`src/rtl/npu_buf_pkg.sv`:
```
// rtl/npu_buf_pkg.sv - shared constants for the NPU output-buffer address path
//
// Purpose: default geometry of RAM_O and the systolic array, and the FSM state
// encoding used by skewed_addr_gen_o.
package npu_buf_pkg;

  localparam int DEF_RAM_O_SIZE = 256;
  localparam int DEF_ARRAY_M    = 8;
  localparam int DEF_ADDR_WIDTH = $clog2(DEF_RAM_O_SIZE);

  localparam logic [1:0] ST_IDLE  = 2'd0;
  localparam logic [1:0] ST_RUN   = 2'd1;
  localparam logic [1:0] ST_DRAIN = 2'd2;
  localparam logic [1:0] ST_DONE  = 2'd3;

endpackage

```
`src/rtl/addr_skew_line.sv`:
```
// rtl/addr_skew_line.sv - per-column delay line fanning column 0 out to all columns
//
// Purpose: shift register of ARRAY_M-1 {valid, addr} stages. Stage m holds the
// column-0 stream delayed by m cycles and drives column m when skewing; when
// aligned every column takes column 0 directly. Lanes >= num_cols are masked.
// Ports:
//   clk, reset      clock, synchronous active-high reset
//   clear           empties the line (new command accepted)
//   in_valid/addr   column-0 stream (already registered)
//   skew_en         1 = column m uses stage m, 0 = all columns use column 0
//   num_cols        active column count (already clamped)
//   addr_set        packed per-column addresses, 0 when not enabled
//   enable_set      per-column write enables
module addr_skew_line
  import npu_buf_pkg::*;
#(
  parameter int ARRAY_M    = DEF_ARRAY_M,
  parameter int ADDR_WIDTH = DEF_ADDR_WIDTH,
  parameter int COL_W      = $clog2(ARRAY_M) + 1
) (
  input  logic                          clk,
  input  logic                          reset,
  input  logic                          clear,
  input  logic                          in_valid,
  input  logic [ADDR_WIDTH-1:0]         in_addr,
  input  logic                          skew_en,
  input  logic [COL_W-1:0]              num_cols,
  output logic [ADDR_WIDTH*ARRAY_M-1:0] addr_set,
  output logic [ARRAY_M-1:0]            enable_set
);

  logic [ARRAY_M-1:1]    stage_valid_d, stage_valid_q;
  logic [ADDR_WIDTH-1:0] stage_addr_d [1:ARRAY_M-1];
  logic [ADDR_WIDTH-1:0] stage_addr_q [1:ARRAY_M-1];

  always_comb begin
    stage_valid_d = stage_valid_q;
    stage_addr_d  = stage_addr_q;
    if (clear) begin
      // Stale tail of a previous command must not leak into wider columns.
      stage_valid_d = '0;
      for (int j = 1; j < ARRAY_M; j++) stage_addr_d[j] = '0;
    end else begin
      stage_valid_d[1] = in_valid;
      stage_addr_d[1]  = in_addr;
      for (int j = 2; j < ARRAY_M; j++) begin
        stage_valid_d[j] = stage_valid_q[j-1];
        stage_addr_d[j]  = stage_addr_q[j-1];
      end
    end
  end

  always_ff @(posedge clk) begin
    if (reset) begin
      stage_valid_q <= '0;
      for (int j = 1; j < ARRAY_M; j++) stage_addr_q[j] <= '0;
    end else begin
      stage_valid_q <= stage_valid_d;
      for (int j = 1; j < ARRAY_M; j++) stage_addr_q[j] <= stage_addr_d[j];
    end
  end

  for (genvar m = 0; m < ARRAY_M; m++) begin : g_lane
    logic                  lane_valid;
    logic [ADDR_WIDTH-1:0] lane_addr;
    if (m == 0) begin : g_head
      assign lane_valid = in_valid;
      assign lane_addr  = in_addr;
    end else begin : g_tap
      assign lane_valid = skew_en ? stage_valid_q[m] : in_valid;
      assign lane_addr  = skew_en ? stage_addr_q[m]  : in_addr;
    end
    assign enable_set[m] = lane_valid && (COL_W'(m) < num_cols);
    assign addr_set[ADDR_WIDTH*m +: ADDR_WIDTH] = enable_set[m] ? lane_addr : '0;
  end

endmodule

```
`src/rtl/skewed_addr_gen_o.sv`:
```
// rtl/skewed_addr_gen_o.sv - bounded, optionally skewed RAM_O write address generator
//
// Purpose: on a start pulse in IDLE, issues num_rows addresses base + r*stride
// (mod 2^ADDR_WIDTH) on column 0 starting the next cycle, replicated to every
// active column either aligned or delayed m cycles for column m.
// Ports:
//   clk, reset   clock, synchronous active-high reset
//   start        command pulse, honoured only in IDLE
//   skew_en      column m lags column 0 by m cycles when 1
//   num_cols     active columns, clamped to ARRAY_M
//   num_rows     rows per command, 0..RAM_O_SIZE
//   base_addr    first row address
//   stride       per-row address increment
//   addr_set     packed per-column addresses
//   enable_set   per-column write enables
//   busy         command in progress
//   done         one-cycle completion pulse
module skewed_addr_gen_o
  import npu_buf_pkg::*;
#(
  parameter int RAM_O_SIZE     = DEF_RAM_O_SIZE,
  parameter int ARRAY_M        = DEF_ARRAY_M,
  parameter int ADDR_WIDTH     = $clog2(RAM_O_SIZE),
  parameter int ADDR_SET_WIDTH = ADDR_WIDTH * ARRAY_M
) (
  input  logic                         clk,
  input  logic                         reset,
  input  logic                         start,
  input  logic                         skew_en,
  input  logic [$clog2(ARRAY_M):0]     num_cols,
  input  logic [ADDR_WIDTH:0]          num_rows,
  input  logic [ADDR_WIDTH-1:0]        base_addr,
  input  logic [ADDR_WIDTH-1:0]        stride,
  output logic [ADDR_SET_WIDTH-1:0]    addr_set,
  output logic [ARRAY_M-1:0]           enable_set,
  output logic                         busy,
  output logic                         done
);

  localparam int COL_W = $clog2(ARRAY_M) + 1;
  localparam int ROW_W = ADDR_WIDTH + 1;

  logic [1:0]            state_d, state_q;
  logic [COL_W-1:0]      cols_d, cols_q;
  logic                  skew_d, skew_q;
  logic [ADDR_WIDTH-1:0] stride_d, stride_q;
  logic [ADDR_WIDTH-1:0] acc_d, acc_q;
  logic [ROW_W-1:0]      rows_left_d, rows_left_q;
  logic [COL_W-1:0]      drain_d, drain_q;
  logic                  v0_d, v0_q;
  logic [ADDR_WIDTH-1:0] a0_d, a0_q;
  logic                  clear_line;
  logic [COL_W-1:0]      cols_clamped;

  assign cols_clamped = (num_cols > COL_W'(ARRAY_M)) ? COL_W'(ARRAY_M) : num_cols;

  always_comb begin
    state_d     = state_q;
    cols_d      = cols_q;
    skew_d      = skew_q;
    stride_d    = stride_q;
    acc_d       = acc_q;
    rows_left_d = rows_left_q;
    drain_d     = drain_q;
    v0_d        = 1'b0;
    a0_d        = '0;
    clear_line  = 1'b0;
    case (state_q)
      ST_IDLE: begin
        if (start) begin
          clear_line = 1'b1;
          cols_d     = cols_clamped;
          skew_d     = skew_en;
          stride_d   = stride;
          if (cols_clamped == '0 || num_rows == '0) begin
            state_d = ST_DONE;
          end else begin
            // Row 0 is issued straight from the command inputs; the
            // accumulator then always holds the next row's address.
            state_d     = ST_RUN;
            v0_d        = 1'b1;
            a0_d        = base_addr;
            acc_d       = base_addr + stride;
            rows_left_d = num_rows - ROW_W'(1);
          end
        end
      end
      ST_RUN: begin
        if (rows_left_q != '0) begin
          v0_d        = 1'b1;
          a0_d        = acc_q;
          acc_d       = acc_q + stride_q;
          rows_left_d = rows_left_q - ROW_W'(1);
        end else if (skew_q && cols_q > COL_W'(1)) begin
          // Skew depth S = cols-1 extra cycles; count S-1 down to 0.
          state_d = ST_DRAIN;
          drain_d = cols_q - COL_W'(2);
        end else begin
          state_d = ST_DONE;
        end
      end
      ST_DRAIN: begin
        if (drain_q == '0) state_d = ST_DONE;
        else               drain_d = drain_q - COL_W'(1);
      end
      default: state_d = ST_IDLE;
    endcase
  end

  always_ff @(posedge clk) begin
    if (reset) begin
      state_q     <= ST_IDLE;
      cols_q      <= '0;
      skew_q      <= 1'b0;
      stride_q    <= '0;
      acc_q       <= '0;
      rows_left_q <= '0;
      drain_q     <= '0;
      v0_q        <= 1'b0;
      a0_q        <= '0;
    end else begin
      state_q     <= state_d;
      cols_q      <= cols_d;
      skew_q      <= skew_d;
      stride_q    <= stride_d;
      acc_q       <= acc_d;
      rows_left_q <= rows_left_d;
      drain_q     <= drain_d;
      v0_q        <= v0_d;
      a0_q        <= a0_d;
    end
  end

  assign busy = (state_q == ST_RUN) || (state_q == ST_DRAIN);
  assign done = (state_q == ST_DONE);

  addr_skew_line #(
    .ARRAY_M    (ARRAY_M),
    .ADDR_WIDTH (ADDR_WIDTH),
    .COL_W      (COL_W)
  ) u_skew_line (
    .clk        (clk),
    .reset      (reset),
    .clear      (clear_line),
    .in_valid   (v0_q),
    .in_addr    (a0_q),
    .skew_en    (skew_q),
    .num_cols   (cols_q),
    .addr_set   (addr_set),
    .enable_set (enable_set)
  );

endmodule

```
`config.mk`:
```
export PLATFORM = sky130hd
export DESIGN_NAME = skewed_addr_gen_o
export DESIGN_NICKNAME = d
export VERILOG_FILES = /design/src/rtl/npu_buf_pkg.sv /design/src/rtl/addr_skew_line.sv /design/src/rtl/skewed_addr_gen_o.sv
export SDC_FILE = /design/constraint.sdc
export NUM_CORES = 1
export LEC_CHECK = 0
export ABC_AREA = 1
export BUFFER_PORTS_ARGS = -buffer_cell sky130_fd_sc_hd__buf_2
export CELL_PAD_IN_SITES_DETAIL_PLACEMENT = 2
export CELL_PAD_IN_SITES_GLOBAL_PLACEMENT = 2
export CORE_MARGIN = 3
export CORE_UTILIZATION = 30
export DETAILED_ROUTE_END_ITERATION = 16
export PLACE_DENSITY_LB_ADDON = 0.05
export RECOVER_POWER = 25
export SYNTH_ARGS = -nofsm -noshare
export SYNTH_HDL_FRONTEND = slang
export SYNTH_HIERARCHICAL = 1
export SYNTH_SLANG_ARGS = --single-unit
```
`constraint.sdc`:
```
create_clock -name clk -period 2.2 [get_ports clk]
set_clock_uncertainty 0.1 [all_clocks]
set_input_delay 0.11 -clock clk [delete_from_list [all_inputs] [get_ports clk]]
set_output_delay 0.11 -clock clk [all_outputs]
set_load 0.1 [all_outputs]
```
==> impl_metrics.env <==
export IMPL_status="complete, no violations"
export IMPL_end_kind="output port"
export IMPL_row_count=49
export IMPL_p_sw_mw=3.90
export IMPL_grt_pass1_wl_um=34100
export IMPL_ys_top_cells_by_area="dfxtp_1 38%, nor2_1 13%, nand2_1 11%, inv_1 8.9%, a21oi_1 7.6%"
export IMPL_hold_viol_final=0
export IMPL_crit_chain="nor2_1, inv_1, nand2_2, nor2_1, buf_12"
export IMPL_vdd_ir_drop_max_v=0.000454
export IMPL_ys_ff_latch=108
export IMPL_root_buffer="clkbuf_16"
export IMPL_drive_gt1_share_pct=22.3
export IMPL_grtUsageMet1_pct=25.0
export IMPL_ios=107
export IMPL_antenna_found_initial=0
export IMPL_cp_arrival_ns=1.89
export IMPL_antennaDiodeCount=0
export IMPL_met3_usage_pct=3.13
export IMPL_rsz0062_at_grt="true"
export IMPL_timing_fmax_mhz=475
export IMPL_port_buffers=106
export IMPL_tightest_slew_ns=0.640
export IMPL_dp_hpwl_um=16400
export IMPL_critical_path_class="register to output port"
export IMPL_min_path_type="input port to register"
export IMPL_maxCapViolations=0
export IMPL_syn_inst=857
export IMPL_min_period_ns=2.10
export IMPL_syn_avg_cell_area_um2=6.65
export IMPL_grt_max_degree=64
export IMPL_vias_per_cell=4.74
export IMPL_die_y_um=144
export IMPL_chipWidth_um=144
export IMPL_met2_usage_pct=40.0
export IMPL_synth_edf_count=0
export IMPL_grt_pass1_vias=6422
export IMPL_clock_power_share_pct=20.0
export IMPL_setup_ws_ns=0.0959
export IMPL_die_area_um2=20700
export IMPL_grt_remaining_overflow=0
export IMPL_cellInternalPower_mw=4.32
export IMPL_syn_area_um2=5700
export IMPL_place_congestion=0.824
export IMPL_p_sw_share_pct=47.5
export IMPL_fin_crit_sh_pct=95.6
export IMPL_clock_path_buffers=2
export IMPL_nets=1053
export IMPL_synth_nets=913
export IMPL_yosys_warnings=6
export IMPL_drtIter0Drc=221
export IMPL_slowest_delay_ns=0.44
export IMPL_cp_data_required_time_ns=1.99
export IMPL_yosysUniqueCellTypes=37
export IMPL_p_seq_share_pct=30.0
export IMPL_powerDensity_nw_per_um2=1030
export IMPL_clk_pin_slew_ns=0.08
export IMPL_area_growth_synth_to_final_pct=39.8
export IMPL_synth_seq_area_share_pct=38.0
export IMPL_start_util_pct=31.1
export IMPL_drv_slew=0
export IMPL_route_detailed_drc=0
export IMPL_critPathMostFrequentCell="nor2_1"
export IMPL_yosys_area_top_type="dfxtp_1"
export IMPL_dr_pass1_iters=4
export IMPL_cpMaxStageDelayCell="dfxtp_1"
export IMPL_vias=5841
export IMPL_clock_latency_ns=0.36
export IMPL_worstPathMaxFanout=9
export IMPL_drt_antenna_violating_nets=0
export IMPL_numCtsBuffers=9
export IMPL_maxSlewHeadroom_pct=57.2
export IMPL_synthFlopType="dfxtp_1"
export IMPL_drt_wirelength_per_cell_um=17.4
export IMPL_worst_setup_path_start_kind="register"
export IMPL_wl_um=21400
export IMPL_async_reset_ff_share_pct=0
export IMPL_cts_sinks=108
export IMPL_finalSetupViolations=0
export IMPL_fp_coreArea_um2=18300
export IMPL_track_usage_pct=20.9
export IMPL_gr_max_usage_layer="met2"
export IMPL_power_mw=8.21
export IMPL_power_leakage_nw=3.45
export IMPL_p_comb_share_pct=50.0
export IMPL_synth_top_cell_area_share_pct=38.0
export IMPL_cts_tree="yes"
export IMPL_h_tree_depth=3
export IMPL_dpl_worst_slack_ns=0.129
-- cell type report --
| class | instances | area, µm² |
|---|---|---|
| clock buffer | 9 | 225 |
| clock inverter | 7 | 70.1 |
| fill | 2150 | 10400 |
| inverter | 139 | 522 |
| multi-input combinational | 586 | 2970 |
| sequential | 108 | 2170 |
| tap | 229 | 287 |
| timing repair buffer | 153 | 1730 |
-- Yosys cell counts, drive strengths merged, types with 2 or more instances --
master and n:
nand4 5, a22oi 3, ha 21, clkbuf 4, nor3 3, buf 22, xnor2 4, or2 2
nand2 175, nand3b 4, xor2 7, nand3 27, fa 2, dfxtp 108, nor2 210, inv 138
a21oi 87, o21ai 30
-- power by group through the flow --
stage                     sequential, mW  clock (mW)  combinational [mW]
after floorplan                     2.42           0                2.96
after global placement              2.49           0                3.66
after detailed placement            2.52           0                3.87
after CTS                           2.46        1.69                3.98
after global routing                2.50        1.79                4.58
final                               2.46        1.65                4.11
-- state kept, by name, summed over array words and instances, names as in the netlist --
signal                     cells
state_q                        2
stride_q                       8
cols_q                         4
u_skew_line/stage_valid_q      7
acc_q                          8
a0_q                           8
skew_q                         1
v0_q                           1
rows_left_q                    9
u_skew_line/stage_addr_q      56
drain_q                        4
-- metal layers --
metal	wire [µm]	share of wire (%)
met5	0	0
met4	176	0.82
met3	583	2.7
met2	11500	54
met1	9110	43
-- worst paths after layout --
check,endpoint,slack [ns],cells past startpoint,start
min reg2reg,u_skew_line/stage_addr_q[25]$_SDFF_PP0_,0.33,2,u_skew_line/stage_addr_q[33]$_SDFF_PP0_
min,cols_q[3]$_SDFFE_PP0P_,0.03,3,num_cols[3]
max,addr_set[26],0.1,5,cols_q[2]$_SDFFE_PP0P_
max reg2reg,rows_left_q[8]$_SDFFE_PP0P_,0.14,9,state_q[1]$_SDFFE_PP0P_
-- logic make-up (layout without fill, tap and decap cells) --
group | count (synthesis) | after routing | synth area share, %
AND/OR/NAND/NOR | 427 | 429 | 30.9
buffers and inverters | 165 | 308 | 12.4
AO/OA/AOI/OAI | 122 | 122 | 11.5
flip-flops | 108 | 108 | 38.0
adder cells (fa/ha/maj) | 23 | 23 | 5.32
XOR/XNOR | 11 | 11 | 1.69
multiplexers | 1 | 1 | 0.176
-- metrics by stage --
stage          TNS (ns)  cell area [µm²]  hold WS (ns)  cells  utilization, %
2_1_floorplan     -4.33             5770         0.155    857               -
3_3_place_gp          0             7250         0.268   1186            39.6
3_5_place_dp          0             7250         0.293   1186            39.6
4_1_cts               0             7820        0.0301   1222            42.6
5_1_grt          -0.187             7970        0.0531   1231            43.5
6_report              0             7970        0.0310   1231            43.5
-- what timing repair did --
| item | 4_1_cts | 5_1_grt |
|---|---|---|
| pin swaps | 0 | 5 |
| setup endpoints to repair | 67 | 64 |
| cloned | 0 | 2 |
| buffers inserted | 1 | 7 |
| endpoints found under the hold margin | 19 | 0 |
| resized for setup | 27 | 30 |
| hold buffers | 19 | 0 |
-- layout by cell type (no fill, tap or decap), types with 7 or more instances in the layout --
cell,Yosys,routed
buf_4,4,31
ha_1,21,21
nor2_1,204,169
xor2_1,7,7
clkbuf_4,0,8
nand3_1,24,23
buf_2,10,35
inv_1,135,135
nor2_2,5,39
dlygate4sd3_1,0,19
nand2_1,164,163
nand2_2,11,12
clkbuf_16,0,9
a21oi_1,86,86
buf_6,6,8
buf_12,1,48
dfxtp_1,108,107
o21ai_0,21,22
-- worst max-delay path: cells and delay by family, from the launching register on --
family | cells | cell delay (ns)
buffers and inverters | 2 | 0.43
DFF | 1 | 0.44
and+or+nand+nor | 3 | 0.66
No activity file was read; power rests on OpenSTA's default activity.
